## src/rtl/vga_timing_pkg.sv

```systemverilog
// Shared 640x480@60 timing constants, axis phase encoding and coordinate type.
// Latency: n/a (declarations only).
// Backpressure: n/a.
package vga_timing_pkg;

    localparam int VGA_H_ACTIVE = 640;
    localparam int VGA_H_FP     = 16;
    localparam int VGA_H_SYNC   = 96;
    localparam int VGA_H_BP     = 48;
    localparam int VGA_H_TOTAL  = VGA_H_ACTIVE + VGA_H_FP + VGA_H_SYNC + VGA_H_BP;

    localparam int VGA_V_ACTIVE = 480;
    localparam int VGA_V_FP     = 10;
    localparam int VGA_V_SYNC   = 2;
    localparam int VGA_V_BP     = 33;
    localparam int VGA_V_TOTAL  = VGA_V_ACTIVE + VGA_V_FP + VGA_V_SYNC + VGA_V_BP;

    // Phase of one axis (horizontal pixels or vertical lines).
    typedef enum logic [1:0] {
        PH_ACTIVE = 2'd0,
        PH_FP     = 2'd1,
        PH_SYNC   = 2'd2,
        PH_BP     = 2'd3
    } phase_e;

    // Pixel column / line index.
    typedef logic [9:0] coord_t;

endpackage

```

## src/rtl/vga_axis_counter.sv

```systemverilog
// One VGA axis: wrapping position counter plus ACTIVE/FP/SYNC/BP phase tracker.
// Latency: count registered; phase/wrap are combinational views of the position being entered / current wrap point.
// Backpressure: none; state moves only on i_adv and holds otherwise.
module vga_axis_counter
    import vga_timing_pkg::*;
#(
    parameter int ACTIVE = 640,
    parameter int FP     = 16,
    parameter int SYNC   = 96,
    parameter int BP     = 48
) (
    input  logic   i_clk,
    input  logic   i_rst,
    input  logic   i_adv,
    output coord_t count,
    output phase_e phase,
    output logic   wrap
);

    localparam int     TOTAL      = ACTIVE + FP + SYNC + BP;
    localparam coord_t LAST       = coord_t'(TOTAL - 1);
    localparam coord_t FP_START   = coord_t'(ACTIVE);
    localparam coord_t SYNC_START = coord_t'(ACTIVE + FP);
    localparam coord_t BP_START   = coord_t'(ACTIVE + FP + SYNC);

    coord_t count_nxt;
    phase_e phase_q;

    // Current position is the last of the axis; the next advance returns to 0.
    assign wrap = (count == LAST);

    // Next position: step or wrap on advance, otherwise hold.
    always_comb begin
        count_nxt = count;
        if (i_adv) begin
            count_nxt = wrap ? '0 : count + coord_t'(1);
        end
    end

    // Phase of the next position, so the parent can register decoded outputs in step with count.
    always_comb begin
        phase = phase_q;
        if (count_nxt == '0) begin
            phase = PH_ACTIVE;
        end else if (count_nxt == FP_START) begin
            phase = PH_FP;
        end else if (count_nxt == SYNC_START) begin
            phase = PH_SYNC;
        end else if (count_nxt == BP_START) begin
            phase = PH_BP;
        end
    end

    // Position and phase state; reset parks at the last position so the first advance lands on 0.
    always_ff @(posedge i_clk or posedge i_rst) begin
        if (i_rst) begin
            count   <= LAST;
            phase_q <= PH_BP;
        end else begin
            count   <= count_nxt;
            phase_q <= phase;
        end
    end

endmodule

```

## src/rtl/vga_sync_gen.sv

```systemverilog
// VGA 640x480@60 timing generator on the system clock, stepped by the pixel strobe i_pix_en.
// Latency: all outputs registered and aligned with o_hcount/o_vcount (zero skew between them).
// Backpressure: none; outputs hold on cycles without i_pix_en. Optional VGA_SYNC_MOVTICK_EN adds o_mov_tick.
module vga_sync_gen
    import vga_timing_pkg::*;
#(
    parameter int   H_ACTIVE = VGA_H_ACTIVE,
    parameter int   H_FP     = VGA_H_FP,
    parameter int   H_SYNC   = VGA_H_SYNC,
    parameter int   H_BP     = VGA_H_BP,
    parameter int   V_ACTIVE = VGA_V_ACTIVE,
    parameter int   V_FP     = VGA_V_FP,
    parameter int   V_SYNC   = VGA_V_SYNC,
    parameter int   V_BP     = VGA_V_BP,
    parameter logic SYNC_POL = 1'b0,
    parameter int   MOV_DIV  = 1
) (
    input  logic   i_clk,
    input  logic   i_rst,
    input  logic   i_pix_en,
    output coord_t o_hcount,
    output coord_t o_vcount,
    output logic   o_hsync,
    output logic   o_vsync,
    output logic   o_active,
    output logic   o_frame_start,
    output logic   o_mov_tick
);

    phase_e h_phase;
    phase_e v_phase;
    logic   h_wrap;
    logic   v_wrap;
    logic   v_adv;
    logic   frame_nxt;

    // Lines advance only on the strobe that wraps the pixel counter.
    assign v_adv     = i_pix_en & h_wrap;
    assign frame_nxt = v_adv & v_wrap;

    vga_axis_counter #(
        .ACTIVE (H_ACTIVE),
        .FP     (H_FP),
        .SYNC   (H_SYNC),
        .BP     (H_BP)
    ) u_h (
        .i_clk  (i_clk),
        .i_rst  (i_rst),
        .i_adv  (i_pix_en),
        .count  (o_hcount),
        .phase  (h_phase),
        .wrap   (h_wrap)
    );

    vga_axis_counter #(
        .ACTIVE (V_ACTIVE),
        .FP     (V_FP),
        .SYNC   (V_SYNC),
        .BP     (V_BP)
    ) u_v (
        .i_clk  (i_clk),
        .i_rst  (i_rst),
        .i_adv  (v_adv),
        .count  (o_vcount),
        .phase  (v_phase),
        .wrap   (v_wrap)
    );

    // Syncs and active flag decoded from next-state phases; frame_start is a single-cycle pulse.
    always_ff @(posedge i_clk or posedge i_rst) begin
        if (i_rst) begin
            o_hsync       <= ~SYNC_POL;
            o_vsync       <= ~SYNC_POL;
            o_active      <= 1'b0;
            o_frame_start <= 1'b0;
        end else begin
            o_frame_start <= frame_nxt;
            if (i_pix_en) begin
                o_hsync  <= (h_phase == PH_SYNC) ? SYNC_POL : ~SYNC_POL;
                o_vsync  <= (v_phase == PH_SYNC) ? SYNC_POL : ~SYNC_POL;
                o_active <= (h_phase == PH_ACTIVE) && (v_phase == PH_ACTIVE);
            end
        end
    end

`ifdef VGA_SYNC_MOVTICK_EN
    localparam int                MOV_W    = (MOV_DIV > 1) ? $clog2(MOV_DIV) : 1;
    localparam logic [MOV_W-1:0] MOV_LAST = MOV_W'(MOV_DIV - 1);

    logic [MOV_W-1:0] mov_cnt;

    // Frame counter 0..MOV_DIV-1; the tick fires with the frame_start that wraps it.
    always_ff @(posedge i_clk or posedge i_rst) begin
        if (i_rst) begin
            mov_cnt    <= '0;
            o_mov_tick <= 1'b0;
        end else begin
            o_mov_tick <= frame_nxt && (mov_cnt == MOV_LAST);
            if (frame_nxt) begin
                mov_cnt <= (mov_cnt == MOV_LAST) ? '0 : mov_cnt + 1'b1;
            end
        end
    end
`else
    assign o_mov_tick = 1'b0;
`endif

endmodule

```

## config.mk

```make
export PLATFORM = sky130hd
export DESIGN_NAME = vga_sync_gen
export DESIGN_NICKNAME = d
export VERILOG_FILES = /design/src/rtl/vga_timing_pkg.sv /design/src/rtl/vga_axis_counter.sv /design/src/rtl/vga_sync_gen.sv
export SDC_FILE = /design/constraint.sdc
export NUM_CORES = 1
export LEC_CHECK = 0
export BUFFER_PORTS_ARGS = -buffer_cell sky130_fd_sc_hd__buf_2
export CORE_MARGIN = 2
export CORE_UTILIZATION = 50
export CTS_CLUSTER_DIAMETER = 120
export DETAILED_ROUTE_END_ITERATION = 16
export GPL_ROUTABILITY_DRIVEN = 0
export PLACE_DENSITY = 0.81
export SETUP_SLACK_MARGIN = 0.4
export SYNTH_ARGS = -nofsm -noshare
export SYNTH_HDL_FRONTEND = slang
export SYNTH_SLANG_ARGS = --single-unit
```

## constraint.sdc

```tcl
create_clock -name i_clk -period 3.1 [get_ports i_clk]
set_input_delay 0.155 -clock i_clk [delete_from_list [all_inputs] [get_ports i_clk]]
set_output_delay 0.155 -clock i_clk [all_outputs]
set_load 0.05 [all_outputs]
```

# Yosys cells after proc, flatten, opt, wreduce, memory -nomap -nowiden
# Cells that the tools add are included.
# totals
regBits,28
latchBits,0
ram_bits,0
rom_bits,0
in_bits,3
out_inout_bits,25
elab_cells,41
n_memories,0
# classes
addsub,2
n_mul,0
div,0
magnitude_cmp,0
eq_ne,10
shift,0
muxes,14
bitwise_logic,2
reduce_logical,5
# op_table
cell,n
$eq 10x10->1 const B,5
$mux 10,4
$eq 10x9->1 const B,3
$add 10x1->10 const B,2
$logic_not 10->1,2
$mux 2,8
$eq 2x2->1 const B,2
$logic_not 2->1,2
$and 1x1->1,2
$mux 1,2
$logic_and 1x1->1,1

# Depth between registers and ports, before layout
# depth
ltp_word,10
ltp_mapped,12
depth_no_buf,12

# Hierarchy
# From an unflattened synthesis, not the netlist that was laid out.
# hier_totals
cells_unflattened,199
hier_area_um2,1835.5
# by_module_without_submodules
mod,instances,cells_per_inst,area_each_um2,seq_area_each_um2
vga_axis_counter (u_v),1,100,892.1,306.5
vga_axis_counter (u_h),1,82,768.2,311.5
vga_sync_gen,1,17,175.2,102.6

# Worst setup path before layout
# OpenSTA, ideal clock, no wires.
# synth_path
path_kind,register -> register
start,register u_v.count[0]
end,register o_active
setup_time_ns,0.126
arrival_ns,2.854
t_required_ns,2.974
setup_slack_ns,0.119
path_stages_with_launch,11
path_buffers,0
synth_period_minus_slack_ns,2.981
path_cell_list,dfrtp_1 -> inv_1 -> ha_1 -> and3_1 -> and3_1 -> or4_1 -> a211oi_1 -> and4b_1 -> a21oi_1 -> o311ai_1 -> o31ai_2
# synth_between
elab_chain_cells,10
word_cells_on_any_way,14
classes_between,add/sub (1); eq/ne (4); mux (6); reduce/logical (3)
# synth_lines
element,line_no,source
from (decl),vga_axis_counter.sv:15,"output coord_t count,"
from (signal assigned),vga_axis_counter.sv:60,count <= count_nxt;
$add 10x1->10 / $eq 10x10->1 (equally long branches),"vga_axis_counter.sv:36, vga_axis_counter.sv:30",
$mux 10,vga_axis_counter.sv:36,count_nxt = wrap ? '0 : count + coord_t'(1);
$mux 10 *,vga_axis_counter.sv:35,if (i_adv) begin
$eq 10x9->1,vga_axis_counter.sv:49,end else if (count_nxt == BP_START) begin
$mux 2,vga_axis_counter.sv:49,
$mux 2,vga_axis_counter.sv:47,end else if (count_nxt == SYNC_START) begin
$mux 2,vga_axis_counter.sv:45,end else if (count_nxt == FP_START) begin
$mux 2 *,vga_axis_counter.sv:43,if (count_nxt == '0) begin
$logic_not 2->1 *,vga_sync_gen.sv:81,o_active <= (h_phase == PH_ACTIVE) && (v_phase == PH_ACTIVE);
$logic_and 1x1->1 *,vga_sync_gen.sv:81,
to (signal assigned),vga_sync_gen.sv:81,
to (decl),vga_sync_gen.sv:25,"output logic o_active,"
# Mark *: on every way between the ends. The rest lies on a longest branch, timed or not.
# A chain may end at the register's enable or synchronous reset.

# Final worst setup path
# layout_path
start,register u_h.count[9]
end,register o_hsync
# layout_between
elab_chain_cells,10
word_cells_on_any_way,14
classes_between,add/sub (1); eq/ne (5); mux (7); reduce/logical (1)
# layout_lines
element,line_no,source
from (decl),vga_axis_counter.sv:15,
from (signal assigned),vga_axis_counter.sv:60,
$add 10x1->10 / $eq 10x10->1 (equally long branches),"vga_axis_counter.sv:36, vga_axis_counter.sv:30",
$mux 10,vga_axis_counter.sv:36,
$mux 10 *,vga_axis_counter.sv:35,
$eq 10x10->1,vga_axis_counter.sv:49,
$mux 2,vga_axis_counter.sv:49,
$mux 2,vga_axis_counter.sv:47,
$mux 2,vga_axis_counter.sv:45,
$mux 2 *,vga_axis_counter.sv:43,
net h_phase[1],vga_sync_gen.sv:30,phase_e h_phase;
$eq 2x2->1 *,vga_sync_gen.sv:79,o_hsync <= (h_phase == PH_SYNC) ? SYNC_POL : ~SYNC_POL;
$mux 1 *,vga_sync_gen.sv:79,
to (signal assigned),vga_sync_gen.sv:72,o_hsync <= ~SYNC_POL;
to (signal assigned),vga_sync_gen.sv:79,
to (decl),vga_sync_gen.sv:23,"output logic o_hsync,"
# Mark *: on every way through the listed nets, which the timed path passes. The rest lies on a longest branch.

==> flow_metrics.py <==
metrics = {
    "outcome": {
        "status": "completed",
    },
    "final_layout": {
        "fillers": 262,
        "multiInputGateArea_mm2": 0.00109,
        "fin_cells": 280,
        "area_growth_pct": 26.8,
        "nets": 241,
        "antenna_cells": 0,
        "drive_gt1_share_pct": 47.0,
        "sequential_cell_area_um2": 732,
    },
    "worst_setup_path": {
        "worstPathRequired_ns": 3.36,
        "cp-end-kind": "flip-flop",
        "cp.arrival_ns": 3.12,
        "critical_path_class": "reg -> reg",
        "critPathLaunchType": "flip-flop",
        "cp_max_fo": 5,
    },
    "sta": {
        "tightestPinTransition_ns": 1.05,
        "slew-limit-headroom_pct": 29.7,
        "layout_setup_ws_ns": 0.246,
        "max_freq_mhz": 350,
        "finalHoldViolCount": 0,
        "finClkSkew_ns": 0.00171,
        "finalCritPeriodShare_pct": 92.1,
        "period_needed_ns": 2.85,
        "setup_violations": 0,
        "maxSlewViolCount": 0,
        "hold_slack_ns": 0.0523,
        "setup_tns_ns": 0,
        "rsz0062_at_grt": "yes",
    },
    "floorplanning": {
        "die_h_um": 64.2,
        "rows": 21,
        "fp.coreArea_mm2": 0.00342,
        "start_util_pct": 53.0,
        "die-area_mm2": 0.00412,
        "die_x_um": 64.2,
        "pin_count": 28,
    },
    "power_and_ir_drop": {
        "p_comb_share_pct": 45.1,
        "leakagePower_nw": 1.01,
        "powerDensity_mw_per_mm2": 548,
        "p_int_mw": 0.696,
        "sw_frac_of_total_pct": 44.6,
        "ir_worst_vdd_mv": 0.649,
        "p_clk_share_pct": 12.7,
        "p_seq_share_pct": 42.2,
        "p_switching_mw": 0.561,
    },
    "yosys": {
        "synth_top_area_share_pct": 23.2,
        "synth_warnings": 0,
        "synth_top_area_cell": "dfstp_2",
        "avgSynthCellArea_um2": 9.84,
        "synthFlopType": "dfstp_2",
        "synthArstFlopShare_pct": 100,
        "yosys-top-cells-count": "dfstp_2, inv_1, nor2_1",
        "synth_seq_area_share_pct": 39.8,
        "synth_area_mm2": 0.00181,
        "syn_nets": 190,
        "netlist_top_cells_area": "dfstp_2, dfrtp_1, nand3_1, inv_1, nand4_1",
        "yosysMostFrequentCell": "dfstp_2",
        "synth-edff-count": 0,
        "ys_seq_elements": 28,
        "synthCells": 184,
        "yosysUniqueCellTypes": 62,
    },
    "cts": {
        "clkLatencyLatePin_ns": 0.33,
        "numCtsBuffers": 3,
        "cts_tree": "built",
        "clk_path_buf_depth": 2,
        "cts_hold_buffers": 0,
        "htree_levels": 1,
        "cts_sinks": 28,
        "cts_root_buffer": "clkbuf_4",
        "clkTransAtPathRegs_ns": 0.15,
    },
    "global_routing": {
        "overflow": 0,
        "grt_pass1_vias": 1491,
        "grt_usage_pct": 21.1,
        "grt_max_degree": 29,
        "antenna_found_initial": 0,
        "grt_pass1_wl_um": 7040,
    },
    "routing": {
        "drc": 0,
        "first_pass_iters": 4,
        "vias": 1688,
        "wl_per_cell_um": 16.1,
        "drt_iter0_drc": 113,
        "routed_wl_um": 4520,
        "ant_nets": 0,
        "viasPerCell": 6.03,
    },
    "placement": {
        "place.port_buffers": 26,
        "dp_hpwl_um": 2930,
        "placed_cells": 254,
        "dp_slack_ns": 0.261,
    },
    "job": {
        "cap_violations": 0,
    },
    "hold_path": {
        "min_path_type": "in -> async",
    },
}
[sequential cells by signal, summed over array words and instances (netlist names)]
register       count
u_h.count         10
o_frame_start      1
o_vsync            1
o_hsync            1
u_h.phase_q        2
o_active           1
u_v.count         10
u_v.phase_q        2
[final cells by class]
type	instances	area share, %
timing repair buffer	51	14.5
sequential	28	31.9
tap	46	2.51
clock buffer	4	1.14
inverter	14	2.29
multi-input combinational	137	47.7
[cells in the final DEF (no fill, tap or decap), types with 3 or more instances in the layout]
cell type,count
buf_2,26
buf_4,21
dfstp_2,14
nor2_1,13
nand2_1,12
inv_1,11
nand3_1,10
dfrtp_1,9
nand4_1,8
o21ai_0,6
and3_1,4
xnor2_1,4
buf_6,4
nor3_1,3
inv_2,3
nand2b_1,3
clkbuf_4,3
dfrtp_2,3
[power groups by stage]
stage	clock network [mW]	logic, mW	registers [mW]
2_1_floorplan	0	0.259	0.671
3_3_place_gp	0	0.448	0.542
3_5_place_dp	0	0.452	0.546
4_1_cts	0.163	0.527	0.527
5_1_grt	0.177	0.606	0.538
6_report	0.160	0.567	0.531
[logic make-up (layout without fill, tap and decap cells)]
logic type / count (synthesis) / in the layout / share of synthesized area (%)
buffers and inverters: 19 / 69 / 5.94
adder cells (fa/ha/maj): 3 / 3 / 2.07
AO/OA/AOI/OAI: 41 / 41 / 18.0
XOR/XNOR: 6 / 6 / 2.90
other: 1 / 1 / 0.207
multiplexers: 3 / 3 / 1.66
flip-flops: 28 / 28 / 39.8
AND/OR/NAND/NOR: 83 / 83 / 29.4
[repair_timing]
item / in CTS / in global routing
setup buffers: 10 / 12
endpoints found under the setup margin: 5 / 7
gates resized for setup: 9 / 17
pin swaps: 12 / 18
[worst max-delay path, cell delays in order (launching register included)]
cell and delay (ns):
dfstp_2 0.59, or4b_4 0.52, o221ai_4 0.25, nand4bb_4 0.17
or3b_4 0.43, or3_1 0.32, a21o_1 0.22, buf_4 0.14
inv_2 0.05, a41oi_2 0.10
[routing by layer]
layer | up-vias | wire, µm | global-route usage [%] | share of wire, %
met1 | 817 | 2120 | 31.5 | 47
li1 | 802 | - | - | -
met5 | - | 0 | 0 | 0
met4 | 0 | 49 | 5.05 | 1.1
met3 | 9 | 238 | 2.99 | 5.3
met2 | 60 | 2110 | 32.3 | 47
[worst paths after layout]
kind | start | to | slack (ns) | depth (start not counted)
worst max-delay path | u_h.count[9]$_DFF_PP1_ | o_hsync$_DFFE_PP1P_ | 0.25 | 9
worst min-delay path | i_rst | u_v.count[8]$_DFF_PP0_ | 0.05 | 2
worst max register to register | u_h.count[9]$_DFF_PP1_ | o_hsync$_DFFE_PP1P_ | 0.25 | 9
worst min register to register | o_vsync$_DFFE_PP1P_ | o_vsync$_DFFE_PP1P_ | 0.50 | 2
max in group asynchronous | i_rst | u_v.count[0]$_DFF_PP0_ | 2.35 | 2
min in group i_clk | i_pix_en | o_vsync$_DFFE_PP1P_ | 0.20 | 3
[metrics by stage]
step                      cell area, µm²  utilization [%]  power (mW)
after CTS                           2140             62.7        1.22
after detailed placement            2000             58.6       0.998
final                               2300             67.2        1.26
after global routing                2300             67.2        1.32
after global placement              2000             58.6       0.990
after floorplan                     1850                -       0.930
(Power assumes the default switching activity.)
